[src/rtl/score_display_if.sv]
// Beam/score bus between the frame timing, score counter and score renderer.
interface score_display_if;
   logic        game_tick;
   logic [15:0] score;
   logic [9:0]  hpos;
   logic [9:0]  vpos;
   logic        display_on;
   logic        pixel_on;

   modport master (
      output game_tick, score, hpos, vpos, display_on,
      input  pixel_on
   );

   modport slave (
      input  game_tick, score, hpos, vpos, display_on,
      output pixel_on
   );
endinterface

[src/rtl/score_display.sv]
// Draws the frame-latched 4-digit BCD score inside a fixed screen box,
// two-stage pipelined from beam position to pixel_on, leading zeros blanked.
module score_display #(
   parameter int X0          = 560,
   parameter int Y0          = 16,
   parameter int SCALE_SHIFT = 2
) (
   input logic             clk,
   input logic             rst_n,
   score_display_if.slave  bus
);

   localparam int CW = 5 << SCALE_SHIFT;
   localparam int H  = 5 << SCALE_SHIFT;
   localparam logic [31:0] XL  = 32'(X0);
   localparam logic [31:0] XH  = 32'(X0 + 4 * CW);
   localparam logic [31:0] YL  = 32'(Y0);
   localparam logic [31:0] YH  = 32'(Y0 + H);
   localparam logic [31:0] CW1 = 32'(CW);
   localparam logic [31:0] CW2 = 32'(2 * CW);
   localparam logic [31:0] CW3 = 32'(3 * CW);

   logic        tick_q;
   logic [15:0] snap_q;

   logic        box_d, box_q;
   logic        de_q;
   logic [1:0]  k_d, k_q;
   logic [2:0]  fc_d, fc_q;
   logic [2:0]  fr_d, fr_q;
   logic        pixel_d, pixel_q;

   logic [31:0] hx, vy, rel_x, rel_y, off_x;
   logic [3:0]  digit;
   logic [3:0]  row;
   logic        lit;
   logic        blank;

   // 4x5 glyph, row 0 in the top nibble; non-decimal nibbles draw nothing
   function automatic logic [3:0] font_row(input logic [3:0] d,
                                           input logic [2:0] r);
      logic [19:0] g;
      logic [3:0]  n;
      g = 20'h0;
      n = 4'h0;
      case (d)
         4'd0:    g = 20'hF999F;
         4'd1:    g = 20'h26227;
         4'd2:    g = 20'hF1F8F;
         4'd3:    g = 20'hF171F;
         4'd4:    g = 20'h99F11;
         4'd5:    g = 20'hF8F1F;
         4'd6:    g = 20'hF8F9F;
         4'd7:    g = 20'hF1244;
         4'd8:    g = 20'hF9F9F;
         4'd9:    g = 20'hF9F1F;
         default: g = 20'h0;
      endcase
      case (r)
         3'd0:    n = g[19:16];
         3'd1:    n = g[15:12];
         3'd2:    n = g[11:8];
         3'd3:    n = g[7:4];
         3'd4:    n = g[3:0];
         default: n = 4'h0;
      endcase
      return n;
   endfunction

   // snapshot one cycle after the tick to catch the counter's new value
   always_ff @(posedge clk or negedge rst_n) begin
      if (!rst_n) begin
         tick_q <= 1'b0;
         snap_q <= 16'h0;
      end else begin
         tick_q <= bus.game_tick;
         if (tick_q) snap_q <= bus.score;
      end
   end

   assign hx    = 32'(bus.hpos);
   assign vy    = 32'(bus.vpos);
   assign rel_x = hx - XL;
   assign rel_y = vy - YL;
   assign box_d = (hx >= XL) && (hx < XH) && (vy >= YL) && (vy < YH);

   always_comb begin
      k_d   = 2'd3;
      off_x = rel_x - CW3;
      unique case (1'b1)
         (rel_x < CW1): begin
            k_d   = 2'd0;
            off_x = rel_x;
         end
         (rel_x >= CW1) && (rel_x < CW2): begin
            k_d   = 2'd1;
            off_x = rel_x - CW1;
         end
         (rel_x >= CW2) && (rel_x < CW3): begin
            k_d   = 2'd2;
            off_x = rel_x - CW2;
         end
         (rel_x >= CW3): begin
            k_d   = 2'd3;
            off_x = rel_x - CW3;
         end
      endcase
   end

   assign fc_d = 3'(off_x >> SCALE_SHIFT);
   assign fr_d = 3'(rel_y >> SCALE_SHIFT);

   always_ff @(posedge clk or negedge rst_n) begin
      if (!rst_n) begin
         box_q <= 1'b0;
         de_q  <= 1'b0;
         k_q   <= 2'd0;
         fc_q  <= 3'd0;
         fr_q  <= 3'd0;
      end else begin
         box_q <= box_d;
         de_q  <= bus.display_on;
         k_q   <= k_d;
         fc_q  <= fc_d;
         fr_q  <= fr_d;
      end
   end

   always_comb begin
      digit = snap_q[3:0];
      blank = 1'b0;
      case (k_q)
         2'd0: begin
            digit = snap_q[15:12];
            blank = (snap_q[15:12] == 4'h0);
         end
         2'd1: begin
            digit = snap_q[11:8];
            blank = (snap_q[15:8] == 8'h0);
         end
         2'd2: begin
            digit = snap_q[7:4];
            blank = (snap_q[15:4] == 12'h0);
         end
         default: begin
            digit = snap_q[3:0];
            blank = 1'b0;
         end
      endcase
   end

   assign row = font_row(digit, fr_q);

   always_comb begin
      lit = 1'b0;
      if (fc_q < 3'd4) lit = row[2'(3'd3 - fc_q)];
   end

   assign pixel_d = de_q & box_q & lit & ~blank;

   always_ff @(posedge clk or negedge rst_n) begin
      if (!rst_n) pixel_q <= 1'b0;
      else        pixel_q <= pixel_d;
   end

   assign bus.pixel_on = pixel_q;

endmodule

[src/flat_wrapper.sv]
// flat-port wrapper written by rule: the top's interface ports become plain ports
module score_display_flat 
#(
   parameter int X0          = 560,
   parameter int Y0          = 16,
   parameter int SCALE_SHIFT = 2
)
  (clk, rst_n, bus_game_tick, bus_score, bus_hpos, bus_vpos, bus_display_on, bus_pixel_on);
  score_display_if bus_i ();
  input logic clk;
  input logic rst_n;
  input wire logic [$bits(bus_i.game_tick)-1:0] bus_game_tick;
  input wire logic [$bits(bus_i.score)-1:0] bus_score;
  input wire logic [$bits(bus_i.hpos)-1:0] bus_hpos;
  input wire logic [$bits(bus_i.vpos)-1:0] bus_vpos;
  input wire logic [$bits(bus_i.display_on)-1:0] bus_display_on;
  output wire logic [$bits(bus_i.pixel_on)-1:0] bus_pixel_on;
  assign bus_i.game_tick = bus_game_tick;
  assign bus_i.score = bus_score;
  assign bus_i.hpos = bus_hpos;
  assign bus_i.vpos = bus_vpos;
  assign bus_i.display_on = bus_display_on;
  assign bus_pixel_on = bus_i.pixel_on;
  score_display #(.X0(X0), .Y0(Y0), .SCALE_SHIFT(SCALE_SHIFT)) u_core (.clk(clk), .rst_n(rst_n), .bus(bus_i));
endmodule
[config.mk]
export PLATFORM = sky130hd
export DESIGN_NAME = score_display_flat
export DESIGN_NICKNAME = d
export VERILOG_FILES = /design/src/rtl/score_display_if.sv /design/src/rtl/score_display.sv /design/src/flat_wrapper.sv
export SDC_FILE = /design/constraint.sdc
export NUM_CORES = 1
export LEC_CHECK = 0
export ABC_CLOCK_PERIOD_IN_PS = 2500
export BUFFER_PORTS_ARGS = -buffer_cell sky130_fd_sc_hd__buf_2
export CAP_MARGIN = 5
export CELL_PAD_IN_SITES_DETAIL_PLACEMENT = 0
export CELL_PAD_IN_SITES_GLOBAL_PLACEMENT = 1
export CORE_MARGIN = 1.5
export CORE_UTILIZATION = 38
export CTS_CLUSTER_SIZE = 16
export DETAILED_ROUTE_END_ITERATION = 6
export PLACE_DENSITY = 0.72
export SYNTH_ARGS = -nofsm -noshare
export SYNTH_HDL_FRONTEND = slang
export SYNTH_SLANG_ARGS = --single-unit
[constraint.sdc]
create_clock -name clk -period 2.5 [get_ports clk]
set_input_delay 0.25 -clock clk [delete_from_list [all_inputs] [get_ports clk]]
set_output_delay 0.25 -clock clk [all_outputs]
set_load 0.01 [all_outputs]
**Word level (Yosys, flattened, before mapping)**

Memory sizes are Yosys's and may differ from the RTL's.
Cells that the tools add are included.

- Flip-flop bits (word level): 28
- ROM bits: 320
- Input port bits: 40
- Output and inout port bits: 1
- Logic and storage cells: 55
- Memories: 1

Memory list:

| name | depth | bits a word | read ports | clocked after Yosys merged registers in | write ports | RTL line | RTL |
|---|---|---|---|---|---|---|---|
| (no name shown) | 16 | 20 | 1 | 0 | 0 | score_display.sv:46 | `case (d)` |

- Add/subtract/negate cells: 6
- $lt $le $gt $ge: 12
- Equality and inequality tests: 6
- Muxes and demuxes: 8
- Bitwise operators: 4
- Reduce and logical (&&, ||, !) cells: 10

Operators with widths:

| kind | number |
|---|---|
| $ge 32x6->1 const B | 2 |
| $lt 32x6->1 const B | 2 |
| $ge 32x5->1 const B | 1 |
| $lt 32x5->1 const B | 1 |
| $pmux 4 s5 | 1 |
| $pmux 5 s4 | 1 |
| $sub 5x5->5 const B | 3 |
| $logic_not 12->1 | 1 |
| $pmux 4 s3 | 1 |
| $sub 10x10->11 const B | 1 |
| $ge 10x10->1 const B | 1 |
| $ge 10x5->1 const B | 1 |
| $lt 10x10->1 const B | 1 |
| $lt 10x6->1 const B | 1 |
| $logic_not 8->1 | 1 |
| $pmux 2 s4 | 1 |
| $eq 3x2->1 const B | 2 |
| $logic_and 1x1->1 | 5 |
| $sub 5x4->5 const B | 1 |
| $logic_not 4->1 | 1 |
| $and 1x1->1 | 3 |
| $eq 3x1->1 const B | 1 |
| $eq 3x3->1 const B | 1 |
| $logic_not 3->1 | 1 |
| other kinds (10) | 11 |

**Logic depth before layout (Yosys ltp)**

An unclocked memory read counts as a cell.

- Word-level depth: 9
- Gate-level depth with buffers: 10
- Gate-level depth less buffers: 9

**Least setup slack after synthesis**

OpenSTA, ideal clock, no wires.

- Path type: reg-to-reg
- Start: register u_core.k_q[0]
- End: register u_core.pixel_q, in the netlist u_core.bus.pixel_on
- Library setup time: 0.130 ns
- Arrival: 2.195 ns
- Required time: 2.370 ns
- Slack: 0.175 ns
- Stages on the path, launching flop included: 11
- Path buffers: 1
- Period minus slack after synthesis: 2.325 ns
- Cell sequence: dfrtp_1 > buf_6 > mux4_2 > inv_1 > ha_1 > nor2b_1 > a211oi_1 > o21a_1 > o31a_1 > o2111ai_1 > o31ai_1

- Longest elaborated chain between the ends: 9

Ends and longest elaborated chain:

| item | RTL line | RTL |
|---|---|---|
| start, declared | score_display.sv:28 | `logic [1:0] k_d, k_q;` |
| start signal, assigned | score_display.sv:123 | `k_q <= k_d;` |
| $eq 2x2->1, or another cell as far along | score_display.sv:132 | `case (k_q)` |
| $pmux 4 s3 | score_display.sv:132 |  |
| $mem_v2 16x20 | n/a |  |
| $pmux 4 s5 | score_display.sv:59 | `case (r)` |
| $bmux 1 s2 | score_display.sv:156 | `if (fc_q < 3'd4) lit = row[2'(3'd3 - fc_q)];` |
| $mux 1 (not written as such) | score_display.sv:156 |  |
| $mux 1 | score_display.sv:156 |  |
| $and 1x1->1 | score_display.sv:159 | `assign pixel_d = de_q & box_q & lit & ~blank;` |
| $and 1x1->1 (*) | score_display.sv:159 |  |
| net u_core.pixel_d | score_display.sv:31 | `logic pixel_d, pixel_q;` |
| end signal, assigned | score_display.sv:163 | `else pixel_q <= pixel_d;` |
| end, declared | score_display.sv:31 |  |

Mark *: on every way through the listed nets, which the timed path passes. The rest lies on a longest branch. The select of a mux whose other input is x is not followed.
A chain may end at the register's enable or synchronous reset.

**Worst setup path after layout**

Ends and elaborated chain as after synthesis.

==> run metrics <==
P_leak 0.970 nW; CTS tree done; relative slew slack 0.583; Max Clock Skew 9.00 ps; Min-Delay Path Depth 1; layout cells sized above 1 0.367; Routed WL per cell between 15 and 20 um; WL final between 4 and 5 mm; maximum fanout along the worst path 6; Max Freq 418 MHz; CTS root buf clkbuf_8; Switching Fraction 0.278; Die ar. about 5200 um2; WP buf/inv 1; vias in the first global route 1,612; critical path startpoint category flip-flop; CP startpoint u_core.k_q[0]; Overflow after GRT 0; status complete, no violations; Hold Violations, Final 0; Sum Neg Setup Slack 0 ps; dpl cell area ~2100 um2; TritonCTS Buffers 3; Rows 24; final core occ 0.494; Hold WC Path Type in -> reg; Via Count between 1,500 and 2,000; Seq/Total Area, Yosys 0.386; gp weighted congestion 0.806; Mapped Nets between 200 and 250; # port buffers 38; H-tree depth 1; fin crit share 0.957; crit path time final between 2000 and 2500 ps; number of DRC markers in iteration 0 between 150 and 200; post-synthesis instance area ~1800 um2; fin. max-slew vios 0; initial antenna violation count 0; synthesized area per cell approximately 11 um2; Remaining DRCs 0; WP depth 8; largest net degree at the start of global routing 29; DRT antenna net count 0; Reg power frac 0.449; max-cap viol count 0; Critical Path Sink Type flip-flop; # IOs 41; Critical R2R Launch u_core.k_q[0]; CP peak stage delay 570 ps; post-synthesis register bit count 28; Post-DP HPWL about 3.2 mm; Worst path top cell family by delay compound AO/OA/AOI/OAI gates; Post-Synthesis Cells roughly 170; fin area roughly 2200 um2; Pint around 0.85 mW; Synthesis Warnings 0; Clock Power Share 0.301; Required @ worst endpoint about 2700 ps; via/cell ratio between 5 and 6; # setup viols final 0; Post-synth EDFFs 0; logic gate share of total power 0.250; hold path start bus_display_on; Core Area ~4500 um2; Initial Utilization 0.405; DP Cell Count 257; Final nets ~270; # clock sinks 28; CTS clk-pin slew, worst paths 100 ps; Async SR Flop Fraction 1.00; worst hold slack around 80 ps; R2R cell count 8; PnR worst setup slack 107 ps; router iterations before antenna repair 4; Worst Hold End u_core.de_q; R2R Setup Slk 110 ps; worst reg2reg path endpoint u_core.bus.pixel_on; Cell Pwr Density between 500 and 600 nW/um2; Worst-Skew Late Latency 280 ps; total power 1.18 mW; Worst-Margin Slew roughly 620 ps; final non-filler cell total 267; total track usage 0.174; Max clock buf depth 2; first-pass GRT wire length 7.25 mm; Area Growth Syn to Fin 21.8%; most common cell after layout, fill and taps aside buf_2; Chip Width roughly 72 um; Most used DFF post-synth dfrtp_1; setup slack after placement 87.1 ps; Net Sw Power 0.327 mW; synth unique cells slightly above 50; RSZ-0062 raised after global routing no; maximum VDD drop between 0.3 and 0.4 mV; critical path class reg -> reg; commonest non-fill, non-tap cells in the layout buf_2 (38), dfrtp_1 (28), mux2_2 (16), inv_1 (11); Worst EP arrival between 2000 and 3000 ps; CP max stage cell mux4_2; CP cell instances mux4_2 > buf_4 > ha_1 > a211o_1 > a22oi_1 > or3_1 > o2111a_1 > o31ai_1; # diodes 0; Die Y ~72 um
state kept, by name, summed over array words and instances (netlist names):
register             count
u_core.box_q             1
u_core.bus.pixel_on      1
u_core.de_q              1
u_core.fc_q              3
u_core.fr_q              3
u_core.k_q               2
u_core.snap_q           16
u_core.tick_q            1
cells in the mapped netlist, drive strengths merged (5+ instances only):
cell	n	area, um2
dfrtp	28	701
mux2	16	180
inv	12	45.0
nand2	5	18.8
ha	11	138
o21ai	6	30.0
nor2	5	26.3
a21oi	7	38.8
nor2b	5	31.3
final cells by class:
| type | instances | area (um2) |
|---|---|---|
| fillers | 413 | 2260 |
| multi-input cells | 122 | 1050 |
| flip-flops and latches | 28 | 701 |
| repair buffers | 49 | 275 |
| well taps | 52 | 65.1 |
| inverters | 12 | 45.0 |
| clock buffers | 3 | 41.3 |
| clock inverters | 1 | 30.0 |
logic make-up after synthesis:
kind of cell / after synthesis / share of synthesized area
AO/OA/AOI/OAI: 43 / 0.168
multiplexers: 20 / 0.149
flip-flops: 28 / 0.386
XOR/XNOR: 3 / 0.0145
AND/OR/NAND/NOR: 43 / 0.143
adder cells (fa/ha/maj): 12 / 0.0869
buffers and inverters: 20 / 0.0524
power by group through the flow:
stage               clock network (mW)  logic, mW  registers [mW]
detailed placement                   0      0.271           0.533
global placement                     0      0.260           0.531
CTS                              0.363      0.273           0.524
floorplan                            0      0.194           0.515
finish                           0.355      0.295           0.529
global route                     0.385      0.325           0.536
routing by layer:
layer / GRT usage / routed length [um] / vias up
met5: 0 / 0 / -
li1: - / - / 736
met4: 0.0692 / 69 / 0
met2: 0.307 / 2150 / 56
met1: 0.217 / 1890 / 734
met3: 0.0194 / 256 / 8
worst register-to-register path, stage by stage, from the launching register on:
cell and delay (ps):
dfrtp_1 420, mux4_2 570, buf_4 190, ha_1 230
a211o_1 260, a22oi_1 200, or3_1 150, o2111a_1 200
o31ai_1 70
how the worst max path moves through the flow:
stage	end	slack, ps
detailed placement	u_core.bus.pixel_on	90
global placement	u_core.bus.pixel_on	120
floorplan	u_core.bus.pixel_on	180
finish	u_core.bus.pixel_on	110
global route	u_core.bus.pixel_on	10
CTS	u_core.bus.pixel_on	50
timing repair:
item | 4_1_cts | 5_1_grt
setup buffers | 0 | 4
setup endpoints to repair | 0 | 1
hold buffers | 1 | 0
resized for setup | 0 | 3
hold endpoints to repair | 16 | 0
No activity file was read; power rests on OpenSTA's default activity.
